--- config.mk ---
export PLATFORM = sky130hd
export DESIGN_NAME = stack_calc_sequencer_flat
export DESIGN_NICKNAME = d
export VERILOG_FILES = /design/src/rtl/stack_calc_sequencer_if.sv /design/src/rtl/stack_calc_sequencer.sv /design/src/flat_wrapper.sv
export SDC_FILE = /design/constraint.sdc
export NUM_CORES = 1
export LEC_CHECK = 0
export CAP_MARGIN = 20
export CORE_ASPECT_RATIO = 0.5
export CORE_MARGIN = 2
export CORE_UTILIZATION = 30
export DETAILED_ROUTE_END_ITERATION = 7
export PLACE_DENSITY = 0.5
export SLEW_MARGIN = 20
export SYNTH_ARGS = -nofsm -noshare
export SYNTH_HDL_FRONTEND = slang
export SYNTH_SLANG_ARGS = --single-unit
--- constraint.sdc ---
create_clock -name clock -period 2.5 [get_ports clock]
set_clock_uncertainty 0.1 [all_clocks]
set_input_delay 0.375 -clock clock [delete_from_list [all_inputs] [get_ports clock]]
set_output_delay 0.375 -clock clock [all_outputs]
set_load 0.005 [all_outputs]
--- src/rtl/stack_calc_sequencer_if.sv ---
// ============================================================================
// Module      : stack_calc_sequencer_if
// Description : Command handshake bundle between the key decoder (master)
//               and the RPN stack sequencer (slave).
// Revision    : 1.0 - initial release
// ============================================================================
`default_nettype none

interface stack_calc_sequencer_if #(
    parameter int WORD_WIDTH = 8
);
    logic                  cmd_valid;
    logic                  cmd_ready;
    logic [2:0]            cmd_op;
    logic [WORD_WIDTH-1:0] cmd_data;
    logic                  done;
    logic                  error;

    modport master (
        output cmd_valid,
        output cmd_op,
        output cmd_data,
        input  cmd_ready,
        input  done,
        input  error
    );

    modport slave (
        input  cmd_valid,
        input  cmd_op,
        input  cmd_data,
        output cmd_ready,
        output done,
        output error
    );
endinterface

`default_nettype wire

--- src/rtl/stack_calc_sequencer.sv ---
// ============================================================================
// Module      : stack_calc_sequencer
// Description : RPN sequencer driving a shift-register operand stack; issues
//               push/pop strobes, evaluates binary ops, tracks depth.
//               Optional multiplier enabled by macro STACK_CALC_MUL_EN.
// Revision    : 1.0 - initial release
// ============================================================================
`default_nettype none

module stack_calc_sequencer #(
    parameter int WORD_WIDTH = 8,
    parameter int STACK_SIZE = 4,
    parameter int DEPTH_W    = $clog2(STACK_SIZE + 1)
) (
    input  wire logic                  clock,
    input  wire logic                  reset,
    stack_calc_sequencer_if.slave      cmd,
    output logic                       stack_push,
    output logic                       stack_pop,
    output logic [WORD_WIDTH-1:0]      stack_write_data,
    input  wire logic [WORD_WIDTH-1:0] stack_read_data,
    output logic [DEPTH_W-1:0]         depth
);

    localparam logic [1:0] c_ST_IDLE = 2'd0;
    localparam logic [1:0] c_ST_POP1 = 2'd1;
    localparam logic [1:0] c_ST_POP2 = 2'd2;
    localparam logic [1:0] c_ST_PUSH = 2'd3;

    localparam logic [2:0] c_OP_PUSH = 3'd0;
    localparam logic [2:0] c_OP_DROP = 3'd1;
    localparam logic [2:0] c_OP_ADD  = 3'd2;
    localparam logic [2:0] c_OP_SUB  = 3'd3;
    localparam logic [2:0] c_OP_MUL  = 3'd4;
    localparam logic [2:0] c_OP_DUP  = 3'd5;

    localparam logic [DEPTH_W-1:0] c_DEPTH_FULL = DEPTH_W'(STACK_SIZE);
    localparam logic [DEPTH_W-1:0] c_DEPTH_ONE  = DEPTH_W'(1);
    localparam logic [DEPTH_W-1:0] c_DEPTH_TWO  = DEPTH_W'(2);

    logic [1:0]            r_state;
    logic [DEPTH_W-1:0]    r_depth;
    logic [WORD_WIDTH-1:0] r_operand_a;
    logic [WORD_WIDTH-1:0] r_result;
    logic [2:0]            r_op;
    logic                  r_single_pop;
    logic                  r_done;
    logic                  r_error;

    logic                  w_full;
    logic                  w_has1;
    logic                  w_has2;
    logic [WORD_WIDTH-1:0] w_alu;

    assign w_full = (r_depth == c_DEPTH_FULL);
    assign w_has1 = (r_depth >= c_DEPTH_ONE);
    assign w_has2 = (r_depth >= c_DEPTH_TWO);

    // b is the entry below the original top (now top after the first pop), a the popped top.
    always_comb begin
        w_alu = '0;
        case (r_op)
            c_OP_ADD: w_alu = stack_read_data + r_operand_a;
            c_OP_SUB: w_alu = stack_read_data - r_operand_a;
`ifdef STACK_CALC_MUL_EN
            c_OP_MUL: w_alu = stack_read_data * r_operand_a;
`endif
            default:  w_alu = '0;
        endcase
    end

    always_ff @(posedge clock) begin
        if (reset) begin
            r_state      <= c_ST_IDLE;
            r_depth      <= '0;
            r_operand_a  <= '0;
            r_result     <= '0;
            r_op         <= '0;
            r_single_pop <= 1'b0;
            r_done       <= 1'b0;
            r_error      <= 1'b0;
        end else begin
            r_done  <= 1'b0;
            r_error <= 1'b0;
            case (r_state)
                c_ST_IDLE: begin
                    if (cmd.cmd_valid) begin
                        case (cmd.cmd_op)
                            c_OP_PUSH: begin
                                if (!w_full) begin
                                    r_result <= cmd.cmd_data;
                                    r_state  <= c_ST_PUSH;
                                end else begin
                                    r_error <= 1'b1;
                                end
                            end
                            c_OP_DUP: begin
                                if (w_has1 && !w_full) begin
                                    r_result <= stack_read_data;
                                    r_state  <= c_ST_PUSH;
                                end else begin
                                    r_error <= 1'b1;
                                end
                            end
                            c_OP_DROP: begin
                                if (w_has1) begin
                                    r_single_pop <= 1'b1;
                                    r_op         <= cmd.cmd_op;
                                    r_state      <= c_ST_POP1;
                                end else begin
                                    r_error <= 1'b1;
                                end
                            end
                            c_OP_ADD, c_OP_SUB: begin
                                if (w_has2) begin
                                    r_single_pop <= 1'b0;
                                    r_op         <= cmd.cmd_op;
                                    r_state      <= c_ST_POP1;
                                end else begin
                                    r_error <= 1'b1;
                                end
                            end
                            c_OP_MUL: begin
`ifdef STACK_CALC_MUL_EN
                                if (w_has2) begin
                                    r_single_pop <= 1'b0;
                                    r_op         <= cmd.cmd_op;
                                    r_state      <= c_ST_POP1;
                                end else begin
                                    r_error <= 1'b1;
                                end
`else
                                r_error <= 1'b1;
`endif
                            end
                            default: r_error <= 1'b1;
                        endcase
                    end
                end
                c_ST_POP1: begin
                    r_operand_a <= stack_read_data;
                    r_depth     <= r_depth - c_DEPTH_ONE;
                    if (r_single_pop) begin
                        r_done  <= 1'b1;
                        r_state <= c_ST_IDLE;
                    end else begin
                        r_state <= c_ST_POP2;
                    end
                end
                c_ST_POP2: begin
                    r_depth  <= r_depth - c_DEPTH_ONE;
                    r_result <= w_alu;
                    r_state  <= c_ST_PUSH;
                end
                c_ST_PUSH: begin
                    r_depth <= r_depth + c_DEPTH_ONE;
                    r_done  <= 1'b1;
                    r_state <= c_ST_IDLE;
                end
                default: r_state <= c_ST_IDLE;
            endcase
        end
    end

    assign cmd.cmd_ready    = (r_state == c_ST_IDLE);
    assign cmd.done         = r_done;
    assign cmd.error        = r_error;
    assign stack_pop        = (r_state == c_ST_POP1) || (r_state == c_ST_POP2);
    assign stack_push       = (r_state == c_ST_PUSH);
    assign stack_write_data = r_result;
    assign depth            = r_depth;

endmodule

`default_nettype wire
--- src/flat_wrapper.sv ---
// flat-port wrapper written by rule: the top's interface ports become plain ports
module stack_calc_sequencer_flat 
#(
    parameter int WORD_WIDTH = 8,
    parameter int STACK_SIZE = 4,
    parameter int DEPTH_W    = $clog2(STACK_SIZE + 1)
)
  (clock, reset, stack_push, stack_pop, stack_write_data, stack_read_data, depth, cmd_cmd_valid, cmd_cmd_op, cmd_cmd_data, cmd_cmd_ready, cmd_done, cmd_error);
  stack_calc_sequencer_if #(.WORD_WIDTH(WORD_WIDTH)) cmd_i ();
  input  wire logic clock;
  input  wire logic reset;
  output logic stack_push;
  output logic stack_pop;
  output logic [WORD_WIDTH-1:0] stack_write_data;
  input  wire logic [WORD_WIDTH-1:0] stack_read_data;
  output logic [DEPTH_W-1:0] depth;
  input wire logic [$bits(cmd_i.cmd_valid)-1:0] cmd_cmd_valid;
  input wire logic [$bits(cmd_i.cmd_op)-1:0] cmd_cmd_op;
  input wire logic [$bits(cmd_i.cmd_data)-1:0] cmd_cmd_data;
  output wire logic [$bits(cmd_i.cmd_ready)-1:0] cmd_cmd_ready;
  output wire logic [$bits(cmd_i.done)-1:0] cmd_done;
  output wire logic [$bits(cmd_i.error)-1:0] cmd_error;
  assign cmd_i.cmd_valid = cmd_cmd_valid;
  assign cmd_i.cmd_op = cmd_cmd_op;
  assign cmd_i.cmd_data = cmd_cmd_data;
  assign cmd_cmd_ready = cmd_i.cmd_ready;
  assign cmd_done = cmd_i.done;
  assign cmd_error = cmd_i.error;
  stack_calc_sequencer #(.WORD_WIDTH(WORD_WIDTH), .STACK_SIZE(STACK_SIZE), .DEPTH_W(DEPTH_W)) u_core (.clock(clock), .reset(reset), .cmd(cmd_i), .stack_push(stack_push), .stack_pop(stack_pop), .stack_write_data(stack_write_data), .stack_read_data(stack_read_data), .depth(depth));
endmodule
==> run_results.csv, run 1 <==
group,metric,value,unit
finish,syn2layout_area_growth,39.2,%
logic_synthesis,netlist_area,1890,µm²
worst_setup_path,cp.arrival,2.43,ns
logic_synthesis,synth.distinct_cells,43,
logic_synthesis,syn_avg_cell_area,8.49,µm²
global_routing,grt_pass1_vias,1698,
worst_setup_path,slowest_stage,"dfxtp_2",
sta,worst_slack,0.116,ns
flow_run,cap_viol_max_count,0,
logic_synthesis,synth_ff_type,"dfxtp_1",
finish,multi_input_area,1320,µm²
global_routing,track_usage,0.144,
logic_synthesis,synth_enable_flop_cells,0,
logic_synthesis,synth_warnings,0,
floorplan,ios,38,
global_routing,grt_pass1_wl,7810,µm
floorplan,dieWidth,116,µm
worst_setup_path,crit_path_end_kind,"flop",
worst_setup_path,worstPathMaxFanout,7,
clock_tree,numClockSinks,27,
sta,timing.fmax,419,MHz
logic_synthesis,synth_nets,263,
drt,drc,0,
logic_synthesis,syn_inst,222,
logic_synthesis,synth-seq-cells,27,
logic_synthesis,yosysSeqAreaShare,0.287,
sta,fin_crit,2.38,ns
drt,wirelength,4590,µm
floorplan,coreArea,6080,µm²
logic_synthesis,yosys.area.top_type,"dfxtp_1",
drt,dr.pass1.iters,4,
worst_hold_path,hp-class,"reg2reg",
global_routing,antenna_found_initial,0,
sta,maxSlewViolCount,0,
floorplan,initial_core_util,0.310,
drt,drtAntennaViolNets,0,
clock_tree,clk_pin_slew_worst_paths,0.07,ns
placement,place_hpwl,3630,µm
clock_tree,cts-root-buf,"clkbuf_16",
worst_setup_path,cp.required,2.55,ns
drt,wl_per_cell,12.7,µm
worst_setup_path,path_buf_inv,1,
finish,drive_gt1_frac,0.150,
placement,dpl_worst_slack,-0.0750,ns
drt,viasPerCell,4.72,
placement,place_congestion,0.792,
run_status,status,"completed",
floorplan,rows,20,
clock_tree,cts_buffer_depth,2,
floorplan,fp.dieH,60.1,µm
worst_setup_path,path_cells,"and3b_2, or2_4, xor2_1, ha_1, buf_4, o21a_1, o31a_1, nor2_2, mux2i_1, a211oi_2",
worst_setup_path,critPathKind,"reg2reg",
sta,setup_viol,0,
power,ir_worst_vdd,0.511,mV
sta,finalCritPeriodShare,0.954,
sta,finalHoldViolations,0,
sta,max_slew_margin,0.620,
logic_synthesis,synth-async-reset-ratio,0,
drt,first_iter_violations,32,
logic_synthesis,synth_area_leaders,"dfxtp_1, ha_1, mux2i_1",
floorplan,dieArea,6970,µm²
finish,layoutNonFillerInstCount,362,
power,power,2.77,mW
placement,dp.cells,356,
logic_synthesis,synth_top_area_frac,0.287,
sta,worst_pin_slew,0.569,ns
drt,dr_total_vias,1708,
power,p_leak,1.11,nW
power,power_density,1050,nW/µm²
global_routing,grt_max_degree,16,
global_routing,gr-total-overflow,0,
finish,fin_nets,316,
finish,antenna_cells,0,
placement,port_buffers,37,
clock_tree,clock_latency,0.27,ns
worst_setup_path,startpoint_type,"flop",
finish,seqCellArea,542,µm²
finish,fillers,621,
clock_tree,cts.htree.levels,1,
worst_setup_path,slowest_delay,0.33,ns
clock_tree,cts_buffers,3,
clock_tree,cts_tree,"done",
worst_setup_path,crit_family,"simple AND/OR/NAND/NOR gates",
per-stage QoR:
stage | cell area, µm² | hold slack [ns] | TNS [ns] | util
after floorplan | 1890 | 0.356 | 0 | -
after global placement | 2460 | 0.372 | -0.0264 | 0.405
after detailed placement | 2460 | 0.387 | -0.0792 | 0.405
after CTS | 2550 | 0.403 | 0 | 0.419
after global routing | 2620 | 0.454 | -0.0185 | 0.431
final | 2620 | 0.396 | 0 | 0.431
layout make-up:
type                    instances  area share
multi-input cells             172       0.505
repair buffers                 56       0.196
flip-flops and latches         27       0.206
clock buffers                   4      0.0300
well taps                      88      0.0420
inverters                      15      0.0215
routing by layer:
layer / vias up / track usage / share of wire
li1: 882 / - / -
met1: 800 / 0.186 / 0.51
met2: 22 / 0.251 / 0.45
met3: 4 / 0.0304 / 0.030
met4: 0 / 0.0306 / 0.0091
met5: - / 0 / 0
worst reg2reg max path, cell delays in order, from the launching register on:
cell and delay [ns]:
dfxtp_2 0.33, and3b_2 0.26, or2_4 0.26, xor2_1 0.15, ha_1 0.30, buf_4 0.15, o21a_1 0.17, o31a_1 0.12
nor2_2 0.13, mux2i_1 0.22, a211oi_2 0.09
state kept, by name, indices dropped and copies added (netlist names):
register and count:
u_core.r_op 3, u_core.cmd.done 1, u_core.depth 3, u_core.cmd.error 1, u_core.r_state 2, u_core.stack_write_data 8
u_core.r_single_pop 1, u_core.r_operand_a 8
path summary, 6_finish.rpt:
path	endpoint	slack (ns)	depth (start not counted)	start
max	u_core.stack_write_data[6]	0.12	10	u_core.r_op[2]
min	u_core.stack_write_data[1]	0.40	2	u_core.stack_write_data[1]
max reg2reg	u_core.stack_write_data[6]	0.12	10	u_core.r_op[2]
min reg2reg	u_core.stack_write_data[1]	0.40	2	u_core.stack_write_data[1]
cells in the mapped netlist (all sizes together) (2+ instances only):
master / instances
nor2: 41
dfxtp: 27
mux2i: 22
ha: 18
inv: 15
nor3: 11
a21oi: 10
o21ai: 8
xnor2: 6
a211oi: 5
clkbuf: 5
nor2b: 5
o22ai: 5
xor2: 4
a31oi: 3
and3b: 3
buf: 3
nand2: 3
nor3b: 3
o21bai: 3
nand3b: 2
o21a: 2
o31a: 2
timing repair:
item / in CTS / in global routing
hold buffers: 0 / 0
setup endpoints to repair: 3 / 5
setup buffers: 0 / 2
pin swaps: 0 / 2
resized for setup: 2 / 15
power breakdown:
| group | internal (mW) | leakage, nW | total, mW | switching, mW |
|---|---|---|---|---|
| Sequential | 0.544 | 0.221 | 0.642 | 0.0975 |
| Clock | 0.219 | 0.0382 | 0.378 | 0.159 |
| Combinational | 0.903 | 0.852 | 1.75 | 0.844 |
cell families after synthesis:
kind of cell | count (synthesis) | share of synthesized area
AO/OA/AOI/OAI | 45 | 0.175
XOR/XNOR | 10 | 0.0464
adder cells (fa/ha/maj) | 19 | 0.130
buffers and inverters | 23 | 0.0478
flip-flops | 27 | 0.287
multiplexers | 23 | 0.123
AND/OR/NAND/NOR | 75 | 0.192
placed cells by master, fill, tap and decap left out, types with 4 or more instances in the layout:
cell	Yosys	layout
dfxtp_1	27	26
xnor2_1	6	6
o21ai_0	5	5
xor2_1	4	4
a21oi_1	10	10
buf_4	1	19
clkdlybuf4s50_1	0	37
ha_1	18	17
nor3_1	11	10
nor2_1	41	40
o22ai_1	5	5
inv_1	15	14
mux2i_1	22	22
Note: power is estimated with default switching activity, not from simulation.
==> run 2, diff against run 1 <==
CTS_CLUSTER_DIAMETER = 100   (was not set)
==> results of run 2 <==
Final layout, timing and power as in run 1 (identical DEF).
